[src/rtl/regfile_write_queue.sv]
// In-order write buffer between result producers and the register-file write port.
// Optional build macro WBQ_R0_DROP_EN: accepted writes to register 0 are discarded instead of queued.
module regfile_write_queue #(
    parameter int DataSize = 32,
    parameter int AddrSize = 5,
    parameter int Depth    = 4
) (
    input  logic                     clock,
    input  logic                     reset,
    input  logic                     in_valid,
    output logic                     in_ready,
    input  logic [AddrSize-1:0]      in_address,
    input  logic [DataSize-1:0]      in_data,
    input  logic                     enable_fetch,
    output logic                     enable_writeback,
    output logic [AddrSize-1:0]      write_address,
    output logic [DataSize-1:0]      write_data,
    input  logic [AddrSize-1:0]      query_address1,
    input  logic [AddrSize-1:0]      query_address2,
    output logic                     pending1,
    output logic                     pending2,
    output logic [$clog2(Depth):0]   count
);

    localparam int PtrW = $clog2(Depth);
    localparam int CntW = PtrW + 1;

    logic [AddrSize-1:0] addr_mem_q [Depth];
    logic [DataSize-1:0] data_mem_q [Depth];
    logic [PtrW-1:0]     rd_ptr_q, rd_ptr_d;
    logic [PtrW-1:0]     wr_ptr_q, wr_ptr_d;
    logic [CntW-1:0]     count_q, count_d;

    logic full, empty, push, store, pop;
    logic [Depth-1:0] occupied, hit1, hit2;

    assign full  = (count_q == CntW'(Depth));
    assign empty = (count_q == '0);

    // Ready is derived from occupancy only, so a same-cycle pop never frees a slot early.
    assign in_ready         = !full;
    assign enable_writeback = !empty && !enable_fetch;
    assign push             = in_valid && in_ready;
    assign pop              = enable_writeback;

`ifdef WBQ_R0_DROP_EN
    assign store = push && (in_address != '0);
`else
    assign store = push;
`endif

    assign write_address = addr_mem_q[rd_ptr_q];
    assign write_data    = data_mem_q[rd_ptr_q];
    assign count         = count_q;

    always_comb begin
        rd_ptr_d = rd_ptr_q;
        wr_ptr_d = wr_ptr_q;
        count_d  = count_q;
        if (pop) begin
            rd_ptr_d = rd_ptr_q + PtrW'(1);
        end
        if (store) begin
            wr_ptr_d = wr_ptr_q + PtrW'(1);
        end
        if (store && !pop) begin
            count_d = count_q + CntW'(1);
        end else if (pop && !store) begin
            count_d = count_q - CntW'(1);
        end
    end

    always_ff @(posedge clock or posedge reset) begin
        if (reset) begin
            rd_ptr_q <= '0;
            wr_ptr_q <= '0;
            count_q  <= '0;
        end else begin
            rd_ptr_q <= rd_ptr_d;
            wr_ptr_q <= wr_ptr_d;
            count_q  <= count_d;
        end
    end

    generate
        for (genvar gi = 0; gi < Depth; gi++) begin : g_entry
            logic [PtrW-1:0] offset;

            always_ff @(posedge clock or posedge reset) begin
                if (reset) begin
                    addr_mem_q[gi] <= '0;
                    data_mem_q[gi] <= '0;
                end else if (store && (wr_ptr_q == PtrW'(gi))) begin
                    addr_mem_q[gi] <= in_address;
                    data_mem_q[gi] <= in_data;
                end
            end

            // An entry is live when its distance from the head is below the occupancy.
            assign offset       = PtrW'(gi) - rd_ptr_q;
            assign occupied[gi] = (CntW'(offset) < count_q);
            assign hit1[gi]     = occupied[gi] && (addr_mem_q[gi] == query_address1);
            assign hit2[gi]     = occupied[gi] && (addr_mem_q[gi] == query_address2);
        end
    endgenerate

    assign pending1 = |hit1;
    assign pending2 = |hit2;

endmodule

[config.mk]
export PLATFORM = sky130hd
export DESIGN_NAME = regfile_write_queue
export DESIGN_NICKNAME = d
export VERILOG_FILES = /design/src/rtl/regfile_write_queue.sv
export SDC_FILE = /design/constraint.sdc
export NUM_CORES = 1
export LEC_CHECK = 0
export CORE_MARGIN = 8
export CORE_UTILIZATION = 55
export DETAILED_ROUTE_END_ITERATION = 7
export HOLD_SLACK_MARGIN = 0.12
export PLACE_DENSITY = 0.79
export SLEW_MARGIN = 10
export SYNTH_ARGS = -nofsm -noshare
export SYNTH_HDL_FRONTEND = slang
export SYNTH_SLANG_ARGS = --single-unit
export TNS_END_PERCENT = 20
[constraint.sdc]
create_clock -name clock -period 13.15 [get_ports clock]
set_input_delay 1.315 -clock clock [delete_from_list [all_inputs] [get_ports clock]]
set_output_delay 1.315 -clock clock [all_outputs]
set_load 0.05 [all_outputs]
# After elaboration in Yosys (flattened, before gate mapping)
# Cells that the tools add are included.
# op_classes
n_mux	8
n_addsub	8
eq_ne	12
bitwise_logic	1
n_mul	0
shifts	0
reduce_logical	26
div_mod_pow	0
n_lt_le_gt_ge	5
# op_table
cell	n
binary-select mux 32 bit (select 2 bit)	1
two-way mux 32 bit	2
== test 5 bit	8
logical AND 1 bit	16
less-than comparator 2 x 3 -> 1 bit	4
binary-select mux 5 bit (select 2 bit)	1
two-way mux 5 bit	2
OR reduction 4 bit	2
two-way mux 3 bit	2
logical NOT 1 bit	5
adder 2 x 1 -> 2 bit (second input constant)	2
== test 2 bit (second input constant)	2
subtractor 1 x 2 -> 2 bit (first input constant)	2
subtractor 2 bit (first input constant)	2
adder 3 x 1 -> 3 bit (second input constant)	1
== test 3 bit (second input constant)	1
>= comparator 3 bit (second input constant)	1
logical NOT 3 bit	1
NOT 2 -> 3 bit	1
subtractor 3 x 1 -> 3 bit (second input constant)	1
== test 2 x 1 -> 1 bit (second input constant)	1
logical NOT 2 bit	1
nonzero test 2 bit	1
# word_totals
memories	0
input_bits	51
rom_bits	0
output_inout_bits	44
register_bits	155
mem_bits_rw	0
latch_bits	0

# Logic depth before layout (Yosys ltp)
# Gate-level depths: netlist (run 1).
# depth
depth_word	7
depth_mapped	10
mapped_depth_nobuf	9

# Worst setup path after synthesis (run 1)
# Ideal clock, no wire load.
# synth_path
kind	input to output
startpoint	input port query_address2[1]
endpoint	output port pending2
arrival_time_ns	2.315
path_stages	5
path_buffers	1
slack_ns	9.520
cell_sequence	clkbuf_1 xor2_1 nor3_1 nand4_1 nand4_1
# synth_via
elab_chain_cells	3
word_cells_on_any_way	9
classes_between	eq/ne: 4; reduce/logical: 5
# synth_rtl
element	line	source
from (decl)	19	input logic [AddrSize-1:0] query_address2,
== test 5 bit	103	assign hit2[gi] = occupied[gi] && (addr_mem_q[gi] == query_address2);
logical AND 1 bit	103	
OR reduction 4 bit *	108	assign pending2 = |hit2;
to (decl)	21	output logic pending2,
# Mark *: on every way between the ends. The rest lies on a longest branch, timed or not.

# Worst setup path after layout (run 1)
# layout_path
startpoint	input port query_address1[4]
endpoint	output port pending1
# layout_via
elab_chain_cells	3
word_cells_on_any_way	9
classes_between	eq/ne: 4; reduce/logical: 5
# layout_rtl
element	line	source
from (decl)	18	input logic [AddrSize-1:0] query_address1,
== test 5 bit	102	assign hit1[gi] = occupied[gi] && (addr_mem_q[gi] == query_address1);
logical AND 1 bit	102	
OR reduction 4 bit *	107	assign pending1 = |hit1;
to (decl)	20	output logic pending1,
# Marked as above.

==> results of run 1 <==
metal layers:
metal  global-route usage  part of all wire
met1                0.245              0.44
met2                0.309              0.48
met3               0.0609             0.056
met4               0.0732             0.022
met5                    0                 0
cell usage after synthesis, drive strengths merged:
master / n
a21boi: 2
a21oi: 2
a31oi: 2
buf: 22
clkbuf: 4
dfrtp: 155
fa: 1
ha: 9
inv: 9
mux2: 149
mux4: 37
nand2: 7
nand4: 10
nor2: 2
nor2b: 2
nor3: 8
o21ai: 3
or2b: 1
xnor2: 20
xor2: 27
through the flow:
step | instance area (sq um) | setup WS, ps | hold WS, ps | utilization
floorplan | 8020 | 7660 | 474 | -
global placement | 8900 | 8580 | 482 | 0.619
detailed placement | 8900 | 8420 | 489 | 0.619
CTS | 9510 | 8410 | 504 | 0.662
global route | 9510 | 8380 | 505 | 0.662
finish | 9510 | 8390 | 503 | 0.662
worst min-delay path by stage:
stage / end / slack [ps] / from / depth (start not counted)
after detailed placement: data_mem_q[5] / 490 / data_mem_q[5] / 1
after global placement: data_mem_q[78] / 480 / data_mem_q[78] / 1
after floorplan: data_mem_q[28] / 470 / data_mem_q[28] / 1
after global routing: data_mem_q[29] / 500 / data_mem_q[29] / 1
final: data_mem_q[29] / 500 / data_mem_q[29] / 1
after CTS: data_mem_q[29] / 500 / data_mem_q[29] / 1
flip-flops by register name (all words and copies together) (netlist names):
register and cells:
addr_mem_q 20, wr_ptr_q 2, data_mem_q 128, rd_ptr_q 2, count 3
cells in the final DEF, fill, tap and decap left out, types with 3 or more instances in the layout:
| master | instances |
|---|---|
| sky130_fd_sc_hd__dfrtp_1 | 153 |
| sky130_fd_sc_hd__mux2_4 | 120 |
| sky130_fd_sc_hd__clkdlybuf4s50_1 | 94 |
| sky130_fd_sc_hd__mux4_2 | 37 |
| sky130_fd_sc_hd__mux2_2 | 29 |
| sky130_fd_sc_hd__xor2_1 | 27 |
| sky130_fd_sc_hd__xnor2_1 | 20 |
| sky130_fd_sc_hd__clkbuf_16 | 17 |
| sky130_fd_sc_hd__nand4_1 | 10 |
| sky130_fd_sc_hd__ha_1 | 9 |
| sky130_fd_sc_hd__inv_1 | 8 |
| sky130_fd_sc_hd__nor3_1 | 8 |
| sky130_fd_sc_hd__nand2_8 | 4 |
| sky130_fd_sc_hd__clkinv_2 | 4 |
| sky130_fd_sc_hd__nand2_1 | 3 |
| sky130_fd_sc_hd__o21ai_0 | 3 |
| sky130_fd_sc_hd__bufinv_16 | 3 |
| sky130_fd_sc_hd__clkbuf_8 | 3 |
| sky130_fd_sc_hd__buf_4 | 3 |
cell families after synthesis:
kind of cell	count (synthesis)	synth area share
flip-flops	155	0.484
multiplexers	186	0.369
AND/OR/NAND/NOR	30	0.0279
XOR/XNOR	47	0.0513
adder cells (fa/ha/maj)	10	0.0165
buffers and inverters	35	0.0442
AO/OA/AOI/OAI	9	0.00702
worst register-to-register path, stage by stage, from the launching register on:
cell,delay (ps)
sky130_fd_sc_hd__dfrtp_1,530
sky130_fd_sc_hd__nor2_2,110
sky130_fd_sc_hd__a21boi_2,840
sky130_fd_sc_hd__ha_1,350
sky130_fd_sc_hd__inv_1,70
sky130_fd_sc_hd__fa_1,380
sky130_fd_sc_hd__xor2_1,150
sky130_fd_sc_hd__nor2_1,120
sky130_fd_sc_hd__xnor2_1,120
final cells by class:
type                            count  area (sq um)  area share
Clock buffer                       21           470      0.0495
Clock inverter                     11           143      0.0150
Inverter                            9          38.8     0.00408
Multi-Input combinational cell    282          3790       0.398
Sequential cell                   155          3880       0.408
Tap cell                          184           230      0.0242
Timing Repair Buffer               97           963       0.101
==> flow_summary.json, run 1 <==
{
  "core_sq_um": 14400,
  "layout.cells.non_filler": 759,
  "chipWidth_um": 137,
  "r2r-end": "count[2]",
  "cell_type_with_the_largest_total_area_after_synthesis": "sky130_fd_sc_hd__dfrtp_1",
  "worst_hold_path_type": "reg -> reg",
  "rsz0062_at_grt": "false",
  "grt_usage": 0.195,
  "clock_tree.htree_level_count": 4,
  "fin_crit_sh": 0.362,
  "flow.area_growth_from_synthesis_pct": 18.6,
  "slowest_delay_ps": 830,
  "detailroute.via_count": 4309,
  "number_of_buffers_added_by_the_clock_tree_synthesis_step": 17,
  "cts.repair_timing.setup_buffer_count": 0,
  "postRouteAntennaNets": 0,
  "final_layout_size_suffix_gt1_frac": 0.398,
  "grt_pass1_vias": 5011,
  "seq_area_frac_synth": 0.484,
  "worst_r2r_path_depth": 8,
  "detailedPlacementHpwl_mm": 10.5,
  "critical_path_peak_fanout": 4,
  "detail_route.first_pass.iterations": 4,
  "share_of_the_synthesized_area_in_the_top_cell_type": 0.484,
  "initial_core_util": 0.558,
  "mappedNetlistArea_sq_um": 8020,
  "port_buffers": 94,
  "clock_network_latency_to_the_later_pin_of_the_worst_skew_pair_ps": 430,
  "globalRouteOverflowTotal": 0,
  "cell_count_after_synthesis": 472,
  "row_count": 44,
  "timing_max_transition_violations_final": 0,
  "detail_route.wirelength_mm": 16.8,
  "setup_slack_on_the_worst_flop_to_flop_path_ps": 10400,
  "antenna_found_initial": 0,
  "final_hold_viol_count": 0,
  "timing.critical_path.cells": "clkdlybuf4s50_1 > xor2_1 > nor3_1 > nand4_1 > nand4_1 > clkdlybuf4s50_1",
  "cts_hold_repair.buffers": 0,
  "timing.critical_path.arrival_ps": 3450,
  "gp_congestion": 0.867,
  "skew_ps": 9.19,
  "critical_path.startpoint_type": "primary input",
  "critical_path_rt_ps": 11840,
  "post_cts_resize_count": 0,
  "cts_tree": "built",
  "path_class": "in -> out",
  "timing.critical_path.from": "query_address1[4]",
  "critical_path.reg2reg.startpoint": "count[0]",
  "totalNegativeSetupSlack_ps": 0,
  "critPathCaptureType": "output pin",
  "first_iter_violations": 177,
  "num_io_pins": 95,
  "run_status": "finished clean",
  "slew_headroom": 0.251,
  "crit_path_leading_delay_family": "buffers and inverters",
  "final_nets": 623,
  "final_layout_fill_cell_count": 1018,
  "timing.critical_path.depth": 6,
  "setup_failing_eps_final": 0,
  "postSynthRegisterBits": 155,
  "drc": 0,
  "clock_path_buffers": 2,
  "worst-path-buf-inv": 2,
  "fin_crit_ps": 4760,
  "die_h_um": 137,
  "critical_path_sink": "pending1",
  "worst_setup_hold_path_clk_slew_ps": 60,
  "cp_slowest_cell": "sky130_fd_sc_hd__clkdlybuf4s50_1",
  "cts.sinks": 155,
  "synth.lib_cells_used.distinct": 25,
  "maxCapViolCount": 0,
  "avgViaCountPerCell": 5.68,
  "post_synth_main_area_contributors": "sky130_fd_sc_hd__dfrtp_1 48%, sky130_fd_sc_hd__mux2_4 22%, sky130_fd_sc_hd__mux4_2 10%",
  "clk_root_buffer_cell": "sky130_fd_sc_hd__clkbuf_16",
  "dpl.cell_count": 727,
  "n_antenna_cell": 0,
  "grt_pass1_wl_mm": 27.8,
  "worstMarginPinSlew_ps": 1120,
  "maximum_number_of_pins_on_one_net_before_global_route_repair": 89,
  "synth.avg_cell_area_sq_um": 17.0,
  "max_clock_freq_mhz": 210,
  "ys.warnings.count": 0,
  "die-area_sq_um": 18700,
  "drt-wirelength-per-cell_um": 22.1,
  "synth_nets": 533
}
Power of run 1 is not shown: default switching activity piles up to over one toggle a cycle in this logic, so the estimate is an artifact.
==> run 2, diff against run 1 <==
Settings changed: CORE_UTILIZATION 55 to 51, PLACE_DENSITY 0.79 to 0.77.
Clock period 13.15 ns to 4.06 ns, I/O delays scaled along.
==> run 2 against run 1 <==
Cell area up 0.63%. Non-clock buffer count up 3. Clock-buffer cell count up 3. Die area up 6.9%. Sequential share of layout area down 0.26 points. Final cell count up 4.6%. Register-to-register slack worse by 8600 ps. Critical path depth up 1. Worst setup slack worse by 7700 ps. Largest cell class unchanged. Highest routed layer unchanged.
==> flow_summary.json, run 2 (same netlist as run 1, synthesis figures left out) <==
{
  "run_status": "finished clean",
  "flow.area_growth_from_synthesis_pct": 19.4,
  "r2r-end": "count[1]",
  "die-area_sq_um": 20000,
  "largest-register": "data_mem_q",
  "final_hold_viol_count": 0,
  "detail_route.first_pass.iterations": 4,
  "fin_crit_sh": 0.822,
  "timing.critical_path.arrival_ps": 2930,
  "worst_hold_path_type": "in -> async",
  "rsz0062_at_grt": "false",
  "number_of_buffers_added_by_the_clock_tree_synthesis_step": 17,
  "timing.critical_path.from": "rd_ptr_q[0]",
  "maxCapViolCount": 0,
  "skew_ps": 10.3,
  "clock_path_buffers": 2,
  "final_layout_fill_cell_count": 1142,
  "clock_tree.htree_level_count": 4,
  "maximum_number_of_pins_on_one_net_before_global_route_repair": 60,
  "most-common-layout-cells": "153 x sky130_fd_sc_hd__dfrtp_1, 120 x sky130_fd_sc_hd__mux2_4, 94 x sky130_fd_sc_hd__clkdlybuf4s50_1",
  "worstMarginPinSlew_ps": 872,
  "cts.repair_timing.setup_buffer_count": 0,
  "post_cts_resize_count": 0,
  "worst_r2r_path_depth": 7,
  "final_layout_size_suffix_gt1_frac": 0.398,
  "timing.critical_path.cells": "xor2_1 > inv_1 > ha_1 > a31oi_1 > nand4_1 > nand4_1 > clkdlybuf4s50_1",
  "slew_headroom": 0.417,
  "chipWidth_um": 141,
  "cts_hold_repair.buffers": 0,
  "detailroute.via_count": 4338,
  "gp_congestion": 0.880,
  "antenna_found_initial": 0,
  "die_h_um": 141,
  "final_nets": 626,
  "cp_slowest_cell": "sky130_fd_sc_hd__clkdlybuf4s50_1",
  "totalNegativeSetupSlack_ps": 0,
  "crit_path_leading_delay_family": "buffers and inverters",
  "core_sq_um": 15600,
  "first_iter_violations": 228,
  "layout.cells.most_common": "sky130_fd_sc_hd__dfrtp_1",
  "drc": 0,
  "worst_setup_hold_path_clk_slew_ps": 60,
  "critical_path.most_common_cell": "sky130_fd_sc_hd__nand4_1",
  "setup_failing_eps_final": 0,
  "detailedPlacementHpwl_mm": 10.5,
  "postRouteAntennaNets": 0,
  "clk_root_buffer_cell": "sky130_fd_sc_hd__clkbuf_16",
  "critical_path.startpoint_type": "flop",
  "detail_route.wirelength_mm": 16.9,
  "drt-wirelength-per-cell_um": 21.3,
  "globalRouteOverflowTotal": 0,
  "cts_tree": "built",
  "critPathCaptureType": "output pin",
  "grt_pass1_wl_mm": 27.9,
  "worst-path-buf-inv": 2,
  "n_antenna_cell": 0,
  "clock_network_latency_to_the_later_pin_of_the_worst_skew_pair_ps": 420,
  "largest_register_ff_count": 128,
  "critical_path.reg2reg.startpoint": "count[2]",
  "max_clock_freq_mhz": 300,
  "timing_max_transition_violations_final": 0,
  "slowest_delay_ps": 820,
  "grt_usage": 0.181,
  "path_class": "reg -> out",
  "setup_slack_on_the_worst_flop_to_flop_path_ps": 1770,
  "cts.sinks": 155,
  "row_count": 46,
  "num_io_pins": 95,
  "port_buffers": 94,
  "fin_crit_ps": 3340,
  "grt_pass1_vias": 4973,
  "critical_path_peak_fanout": 9,
  "avgViaCountPerCell": 5.46,
  "critical_path_rt_ps": 3650,
  "initial_core_util": 0.514
}
## run 2: cell types whose count changed in the layout (fill, tap and decap cells not counted), sizes merged
cell	before	now
buf	3	6
bufinv	3	2
clkbuf	21	24
clkinv	5	0
clkinvlp	2	5
## run 2: metal layers
| metal | share of wire | GRT usage |
|---|---|---|
| met5 | 0 | 0 |
| met2 | 0.49 | 0.296 |
| met1 | 0.44 | 0.227 |
| met3 | 0.066 | 0.0628 |
| met4 | 0.0077 | 0.0418 |
## run 2: cell type report
type,instances,area [sq um],area share
multi-input cells,282,3790,0.396
repair buffers,100,998,0.104
inverters,9,37.5,0.00392
clock inverters,8,108,0.0112
well taps,216,270,0.0282
flip-flops and latches,155,3880,0.405
clock buffers,24,492,0.0514
## run 2: worst max path at each step
stage	endpoint	slack, ps	cells past startpoint
finish	pending1	720	7
global route	pending1	590	7
CTS	pending1	720	7
detailed placement	pending1	1130	6
global placement	pending1	1160	6
floorplan	count[1]	1050	7
## run 2: per-stage QoR
stage          hold slack (ps)  area [sq um]  instances   util  setup WS, ps
2_1_floorplan              474          8020        472      -          1050
3_3_place_gp               483          8970        762  0.575          1160
3_5_place_dp               489          8970        762  0.575          1130
4_1_cts                    508          9570        794  0.614           717
5_1_grt                    519          9570        794  0.614           590
6_report                   502          9570        794  0.614           723
Power of run 2 is left out for the same reason.
